$ cat src/rtl/i3c_cpuif_queue_port.sv
// i3c_cpuif_queue_port
// CPU-interface splitter placed after the AHB-Lite-to-CSR bridge. Two addresses
// are terminated locally: a write-only command port feeding a command FIFO and a
// read-only response port draining a response FIFO. Every other address is
// forwarded unchanged to the register block on m_cpuif_*.
// Optional build macro: I3C_QPORT_ERR_ON_FULL_EN -- a write to a full command
// port or a read of an empty response port completes with an error instead of
// stalling the bus.
module i3c_cpuif_queue_port #(
   parameter int unsigned CsrAddrWidth = 12,
   parameter int unsigned CsrDataWidth = 32,
   parameter int unsigned CmdDepth     = 8,
   parameter int unsigned RespDepth    = 8,
   parameter logic [CsrAddrWidth-1:0] CmdPortAddr  = 'h0C0,
   parameter logic [CsrAddrWidth-1:0] RespPortAddr = 'h0C4,
   localparam int unsigned CmdFillW  = $clog2(CmdDepth + 1),
   localparam int unsigned RespFillW = $clog2(RespDepth + 1)
) (
   input  logic                    hclk_i,
   input  logic                    hreset_i,
   // upstream (bridge side)
   input  logic                    s_cpuif_req,
   input  logic                    s_cpuif_req_is_wr,
   input  logic [CsrAddrWidth-1:0] s_cpuif_addr,
   input  logic [CsrDataWidth-1:0] s_cpuif_wr_data,
   input  logic [CsrDataWidth-1:0] s_cpuif_wr_biten,
   output logic                    s_cpuif_req_stall_wr,
   output logic                    s_cpuif_req_stall_rd,
   output logic                    s_cpuif_rd_ack,
   output logic                    s_cpuif_rd_err,
   output logic [CsrDataWidth-1:0] s_cpuif_rd_data,
   output logic                    s_cpuif_wr_ack,
   output logic                    s_cpuif_wr_err,
   // downstream (register block side)
   output logic                    m_cpuif_req,
   output logic                    m_cpuif_req_is_wr,
   output logic [CsrAddrWidth-1:0] m_cpuif_addr,
   output logic [CsrDataWidth-1:0] m_cpuif_wr_data,
   output logic [CsrDataWidth-1:0] m_cpuif_wr_biten,
   input  logic                    m_cpuif_req_stall_wr,
   input  logic                    m_cpuif_req_stall_rd,
   input  logic                    m_cpuif_rd_ack,
   input  logic                    m_cpuif_rd_err,
   input  logic [CsrDataWidth-1:0] m_cpuif_rd_data,
   input  logic                    m_cpuif_wr_ack,
   input  logic                    m_cpuif_wr_err,
   // command queue head (first-word-fall-through)
   output logic                    cmd_valid_o,
   output logic [CsrDataWidth-1:0] cmd_data_o,
   input  logic                    cmd_ready_i,
   // response queue tail
   input  logic                    resp_valid_i,
   input  logic [CsrDataWidth-1:0] resp_data_i,
   output logic                    resp_ready_o,
   // occupancy
   output logic [CmdFillW-1:0]     cmd_fill_o,
   output logic [RespFillW-1:0]    resp_fill_o
);

   localparam int unsigned CmdPtrW  = $clog2(CmdDepth);
   localparam int unsigned RespPtrW = $clog2(RespDepth);
   localparam logic [CmdFillW-1:0]  CmdFull  = CmdFillW'(CmdDepth);
   localparam logic [RespFillW-1:0] RespFull = RespFillW'(RespDepth);

   typedef enum logic {
      ST_IDLE = 1'b0,
      ST_ACK  = 1'b1
   } state_e;

   state_e state_q, state_d;

   logic cmd_hit, resp_hit, local_hit, busy;
   logic cmd_full, resp_empty;
   logic stall_wr, stall_rd;
   logic wr_accept, rd_accept;
   logic cmd_push, cmd_pop, resp_push, resp_pop;

   logic [CsrDataWidth-1:0] cmd_mem_q  [CmdDepth];
   logic [CsrDataWidth-1:0] resp_mem_q [RespDepth];

   logic [CmdPtrW-1:0]   cmd_wptr_q, cmd_wptr_d, cmd_rptr_q, cmd_rptr_d;
   logic [RespPtrW-1:0]  resp_wptr_q, resp_wptr_d, resp_rptr_q, resp_rptr_d;
   logic [CmdFillW-1:0]  cmd_fill_q, cmd_fill_d;
   logic [RespFillW-1:0] resp_fill_q, resp_fill_d;

   logic wr_ack_q, wr_ack_d, wr_err_q, wr_err_d;
   logic rd_ack_q, rd_ack_d, rd_err_q, rd_err_d;
   logic [CsrDataWidth-1:0] rd_data_q, rd_data_d;

   // Address decode, stall generation and local acceptance (full/empty from registered fills)
   always_comb begin
      cmd_hit    = (s_cpuif_addr == CmdPortAddr);
      resp_hit   = (s_cpuif_addr == RespPortAddr);
      local_hit  = cmd_hit | resp_hit;
      busy       = (state_q == ST_ACK);
      cmd_full   = (cmd_fill_q == CmdFull);
      resp_empty = (resp_fill_q == '0);
      // A pass-through request must also wait while a local ack is pending,
      // because m_cpuif_req is held low during that cycle.
`ifdef I3C_QPORT_ERR_ON_FULL_EN
      stall_wr = local_hit ? busy : (busy | m_cpuif_req_stall_wr);
      stall_rd = local_hit ? busy : (busy | m_cpuif_req_stall_rd);
`else
      stall_wr = local_hit ? (busy | (cmd_hit & cmd_full))
                           : (busy | m_cpuif_req_stall_wr);
      stall_rd = local_hit ? (busy | (resp_hit & resp_empty))
                           : (busy | m_cpuif_req_stall_rd);
`endif
      wr_accept = s_cpuif_req &  s_cpuif_req_is_wr & local_hit & ~stall_wr;
      rd_accept = s_cpuif_req & ~s_cpuif_req_is_wr & local_hit & ~stall_rd;
      cmd_push  = wr_accept & cmd_hit & ~cmd_full;
      resp_pop  = rd_accept & resp_hit & ~resp_empty;
      cmd_pop   = cmd_valid_o & cmd_ready_i;
      resp_push = resp_valid_i & resp_ready_o;
   end

   // Next state: a local acceptance always completes in the following cycle
   always_comb begin
      state_d = state_q;
      case (state_q)
         ST_IDLE: if (wr_accept | rd_accept) state_d = ST_ACK;
         ST_ACK:  state_d = ST_IDLE;
         default: state_d = ST_IDLE;
      endcase
   end

   // Completion values for a local access; any accepted access that moves no data is an error
   always_comb begin
      wr_ack_d  = wr_accept;
      wr_err_d  = wr_accept & ~cmd_push;
      rd_ack_d  = rd_accept;
      rd_err_d  = rd_accept & ~resp_pop;
      rd_data_d = resp_pop ? resp_mem_q[resp_rptr_q] : '0;
   end

   // FIFO pointer and occupancy updates; pointers wrap naturally at a power-of-two depth
   always_comb begin
      cmd_wptr_d  = cmd_wptr_q + CmdPtrW'(cmd_push);
      cmd_rptr_d  = cmd_rptr_q + CmdPtrW'(cmd_pop);
      cmd_fill_d  = cmd_fill_q + CmdFillW'(cmd_push) - CmdFillW'(cmd_pop);
      resp_wptr_d = resp_wptr_q + RespPtrW'(resp_push);
      resp_rptr_d = resp_rptr_q + RespPtrW'(resp_pop);
      resp_fill_d = resp_fill_q + RespFillW'(resp_push) - RespFillW'(resp_pop);
   end

   // Control state: FSM, pointers, fills and completion strobes
   always_ff @(posedge hclk_i or posedge hreset_i) begin
      if (hreset_i) begin
         state_q     <= ST_IDLE;
         cmd_wptr_q  <= '0;
         cmd_rptr_q  <= '0;
         cmd_fill_q  <= '0;
         resp_wptr_q <= '0;
         resp_rptr_q <= '0;
         resp_fill_q <= '0;
         wr_ack_q    <= 1'b0;
         wr_err_q    <= 1'b0;
         rd_ack_q    <= 1'b0;
         rd_err_q    <= 1'b0;
      end else begin
         state_q     <= state_d;
         cmd_wptr_q  <= cmd_wptr_d;
         cmd_rptr_q  <= cmd_rptr_d;
         cmd_fill_q  <= cmd_fill_d;
         resp_wptr_q <= resp_wptr_d;
         resp_rptr_q <= resp_rptr_d;
         resp_fill_q <= resp_fill_d;
         wr_ack_q    <= wr_ack_d;
         wr_err_q    <= wr_err_d;
         rd_ack_q    <= rd_ack_d;
         rd_err_q    <= rd_err_d;
      end
   end

   // Read data is only observed alongside rd_ack_q, so it needs no reset
   always_ff @(posedge hclk_i) begin
      rd_data_q <= rd_data_d;
   end

   // Queue storage is left untouched by reset; only the pointers are cleared
   always_ff @(posedge hclk_i) begin
      if (cmd_push) begin
         cmd_mem_q[cmd_wptr_q] <= s_cpuif_wr_data & s_cpuif_wr_biten;
      end
      if (resp_push) begin
         resp_mem_q[resp_wptr_q] <= resp_data_i;
      end
   end

   // Pass-through request path and upstream response mux
   always_comb begin
      m_cpuif_req          = s_cpuif_req & ~local_hit & ~busy;
      m_cpuif_req_is_wr    = s_cpuif_req_is_wr;
      m_cpuif_addr         = s_cpuif_addr;
      m_cpuif_wr_data      = s_cpuif_wr_data;
      m_cpuif_wr_biten     = s_cpuif_wr_biten;
      s_cpuif_req_stall_wr = stall_wr;
      s_cpuif_req_stall_rd = stall_rd;
      // Local and forwarded completions never coincide, so they can be merged
      s_cpuif_wr_ack       = wr_ack_q | m_cpuif_wr_ack;
      s_cpuif_wr_err       = wr_err_q | m_cpuif_wr_err;
      s_cpuif_rd_ack       = rd_ack_q | m_cpuif_rd_ack;
      s_cpuif_rd_err       = rd_err_q | m_cpuif_rd_err;
      s_cpuif_rd_data      = rd_ack_q ? rd_data_q : m_cpuif_rd_data;
   end

   // Queue-side status outputs
   always_comb begin
      cmd_valid_o  = (cmd_fill_q != '0);
      cmd_data_o   = cmd_mem_q[cmd_rptr_q];
      resp_ready_o = (resp_fill_q != RespFull);
      cmd_fill_o   = cmd_fill_q;
      resp_fill_o  = resp_fill_q;
   end

endmodule

$ cat config.mk
export PLATFORM = sky130hd
export DESIGN_NAME = i3c_cpuif_queue_port
export DESIGN_NICKNAME = d
export VERILOG_FILES = /design/src/rtl/i3c_cpuif_queue_port.sv
export SDC_FILE = /design/constraint.sdc
export NUM_CORES = 1
export LEC_CHECK = 0
export BUFFER_PORTS_ARGS = -buffer_cell sky130_fd_sc_hd__buf_2
export CORE_ASPECT_RATIO = 1.4
export CORE_UTILIZATION = 57
export CTS_BUF_LIST = sky130_fd_sc_hd__clkbuf_4 sky130_fd_sc_hd__clkbuf_8 sky130_fd_sc_hd__clkbuf_16
export DETAILED_ROUTE_END_ITERATION = 7
export PLACE_DENSITY = 0.79
export SYNTH_ARGS = -nofsm -noshare
export SYNTH_HDL_FRONTEND = slang
export SYNTH_SLANG_ARGS = --single-unit
export TNS_END_PERCENT = 1
$ cat constraint.sdc
create_clock -name hclk_i -period 5.5 [get_ports hclk_i]
set_input_delay 1.1 -clock hclk_i [delete_from_list [all_inputs] [get_ports hclk_i]]
set_output_delay 1.1 -clock hclk_i [all_outputs]
set_load 0.03 [all_outputs]
==> metrics.txt <==
HPWL after DPL 24900 µm; die width 171 µm; drt drc 0; largest net degree at the start of global routing 66; final hold violation count 0; # IOs 310; total power draw 11.2 mW; vias in the first global route 11400; Distinct cells, synth 40; total core area 39300 µm²; Seq/Total Area, Yosys 73.4%; Clock Power Share 31.0%; DR iter-0 viols 766; Initial Utilization 57.7%; RSZ-0062 raised after global routing false; Inserted Clock Buffers 50; Period Utilization, post-route 73.9%; Total Wirelength 42700 µm; WP data required 4.40 ns; fmax 0.246 GHz; layout cell share with drive strength beyond 1 46.5%; Die Ht 238 µm; setup TNS 0 ns; router iterations before antenna repair 5; cell internal pwr about 8 mW; WP data arrival around 3.0 ns; Seq pwr share 47.4%; crit path kind reg2out; status finished clean; Max Cap Viol 0; Psw 3.11 mW; GP Congestion between 0.7 and 0.8; initial antenna violation count 4; crit path max fanout 36; HP Class reg2reg; Placed Cells incl. Taps 1837; Tot GR Track Use 21.4%; Vias 11000; slack of the worst reg-to-reg path 2.24 ns; first-pass GRT wire length 64200 µm; # clock sinks about 570; leakage power 9.02 nW; Setup Viol. Count Final 0; Final #Nets 1535; most common flop cell mapped by yosys edfxtp_1; relative slew slack 33.6%; post-cts resize count 0; clock buffer depth 3; fin cells 1928; Post-Syn Area approximately 23000 µm²; antenna-violating nets left 0; clock transition at the registers of the reported paths 0.06 ns; post-synthesis cell count between 1000 and 1500; syn nets 1275; commonest non-fill, non-tap cells in the layout 512 x edfxtp_1, 309 x buf_2, 128 x mux4_2; Site Rows 86; TritonCTS clock tree done; commonest non-fill, non-tap cell in the layout edfxtp_1; Synth warnings 0; clk_lat worst skew around 0.56 ns; syn_area_per_cell about 21 µm²; VDD IR max between 0.0002 and 0.0003 V; Seq cells post-synth 569; grt ovf 0; Startpoint Class flip-flop; fillcell total 2569; Post-synth EDFFs approximately 510; Routed WL per cell 22.2 µm; Period minus WS final 4.06 ns; Pins Over Slew Limit 0; Gate power share 21.6%; clk root buf clkbuf_16; worst clock skew 0.0238 ns; hold_buf cts 0; ys async rst share 4.39%; vias per cell around 5.7; Slew @ Worst Pin 0.996 ns; H-tree Lvls 2; I/O Buffers roughly 310; final core occ 66.3%; Crit. End Element output port; Area Overhead vs Synth 14.8%; DIE AREA 40600 µm²; Sw Share about 28%; postcts setup bufs 0; pwr/cell area 431 nW/µm²
-- kinds of logic (layout without fill, tap and decap cells) --
kind of cell	Yosys count	count (layout)	synth area share [%]
other	0	5	0
buffers and inverters	146	440	3.87
DFF	569	569	73.4
adders and majority gates	22	22	1.28
muxes	224	224	17.3
xor gates and xnor gates	8	8	0.309
and+or+nand+nor	120	120	3.39
AOI/OAI and AO/OA	12	12	0.403
-- through the flow --
stage | cell area (µm²) | setup slack [ns] | hold WS (ns)
6_report | 26000 | 1.44 | 0.535
5_1_grt | 26000 | 1.23 | 0.564
4_1_cts | 26000 | 1.32 | 0.539
3_5_place_dp | 24400 | 1.23 | 0.522
3_3_place_gp | 24400 | 1.31 | 0.513
2_1_floorplan | 22700 | -0.468 | 0.464
-- area by class of cell --
class / instances / area (µm²) / area share (%)
multi-input combinational: 386 / 5250 / 20.2
clock buffer: 67 / 1410 / 5.42
timing repair buffer: 334 / 1730 / 6.66
clock inverter: 19 / 226 / 0.870
inverter: 20 / 75.1 / 0.289
tap: 528 / 661 / 2.54
sequential: 569 / 16700 / 64.0
antenna: 5 / 12.5 / 0.0481
-- final timing paths --
kind	from	end	depth (start not counted)
max in group asynchronous	hreset_i	cmd_rptr_q[0]	2
min in group asynchronous	hreset_i	cmd_wptr_q[2]	2
min reg2reg	resp_wptr_q[0]	resp_wptr_q[0]	1
min	resp_wptr_q[0]	resp_wptr_q[0]	1
max reg2reg	busy	resp_fill_o[2]	10
max	cmd_rptr_q[0]	cmd_data_o[31]	4
-- layer usage --
metal,GRT usage (%),routed length [µm]
met3,3.98,2640
met5,0,19
met1,26.8,16500
met2,38.2,22700
met4,5.76,822
-- power groups by stage --
stage	combinational, mW	sequential, mW	clock (mW)
after global placement	2.40	5.39	0
after global routing	2.58	5.36	3.69
after floorplan	1.84	5.30	0
final	2.42	5.32	3.48
after CTS	2.46	5.33	3.54
after detailed placement	2.44	5.41	0
-- cells in the mapped netlist, drive strengths merged, types with 3 or more instances --
master / number / area, µm²
and2: 34 / 213
buf: 99 / 701
clkbuf: 27 / 101
dfrtp: 25 / 626
dfxtp: 32 / 641
edfxtp: 512 / 15400
ha: 20 / 250
inv: 20 / 75.1
mux2: 64 / 721
mux2i: 32 / 320
mux4: 128 / 2880
nand2: 6 / 22.5
nand2b: 4 / 25.0
nor2: 10 / 37.5
nor3: 41 / 280
nor4: 6 / 37.5
nor4b: 3 / 26.3
or2: 5 / 31.3
or3: 3 / 18.8
or4b: 3 / 33.8
xor2: 6 / 52.6
-- registers in the layout, indices dropped and copies added, names as in the netlist --
name / flops
cmd_mem_q: 256
busy: 1
resp_wptr_q: 3
rd_err_q: 1
wr_err_q: 1
wr_ack_q: 1
rd_ack_q: 1
rd_data_q: 32
cmd_wptr_q: 3
resp_fill_o: 4
cmd_rptr_q: 3
resp_mem_q: 256
resp_rptr_q: 3
cmd_fill_o: 4
-- critical path, cell delays in order (launching register included) --
cell and delay [ns]:
dfrtp_4 0.91, buf_4 0.44, mux4_2 0.55, mux2_2 0.30, buf_2 0.19
(Power assumes the default switching activity.)
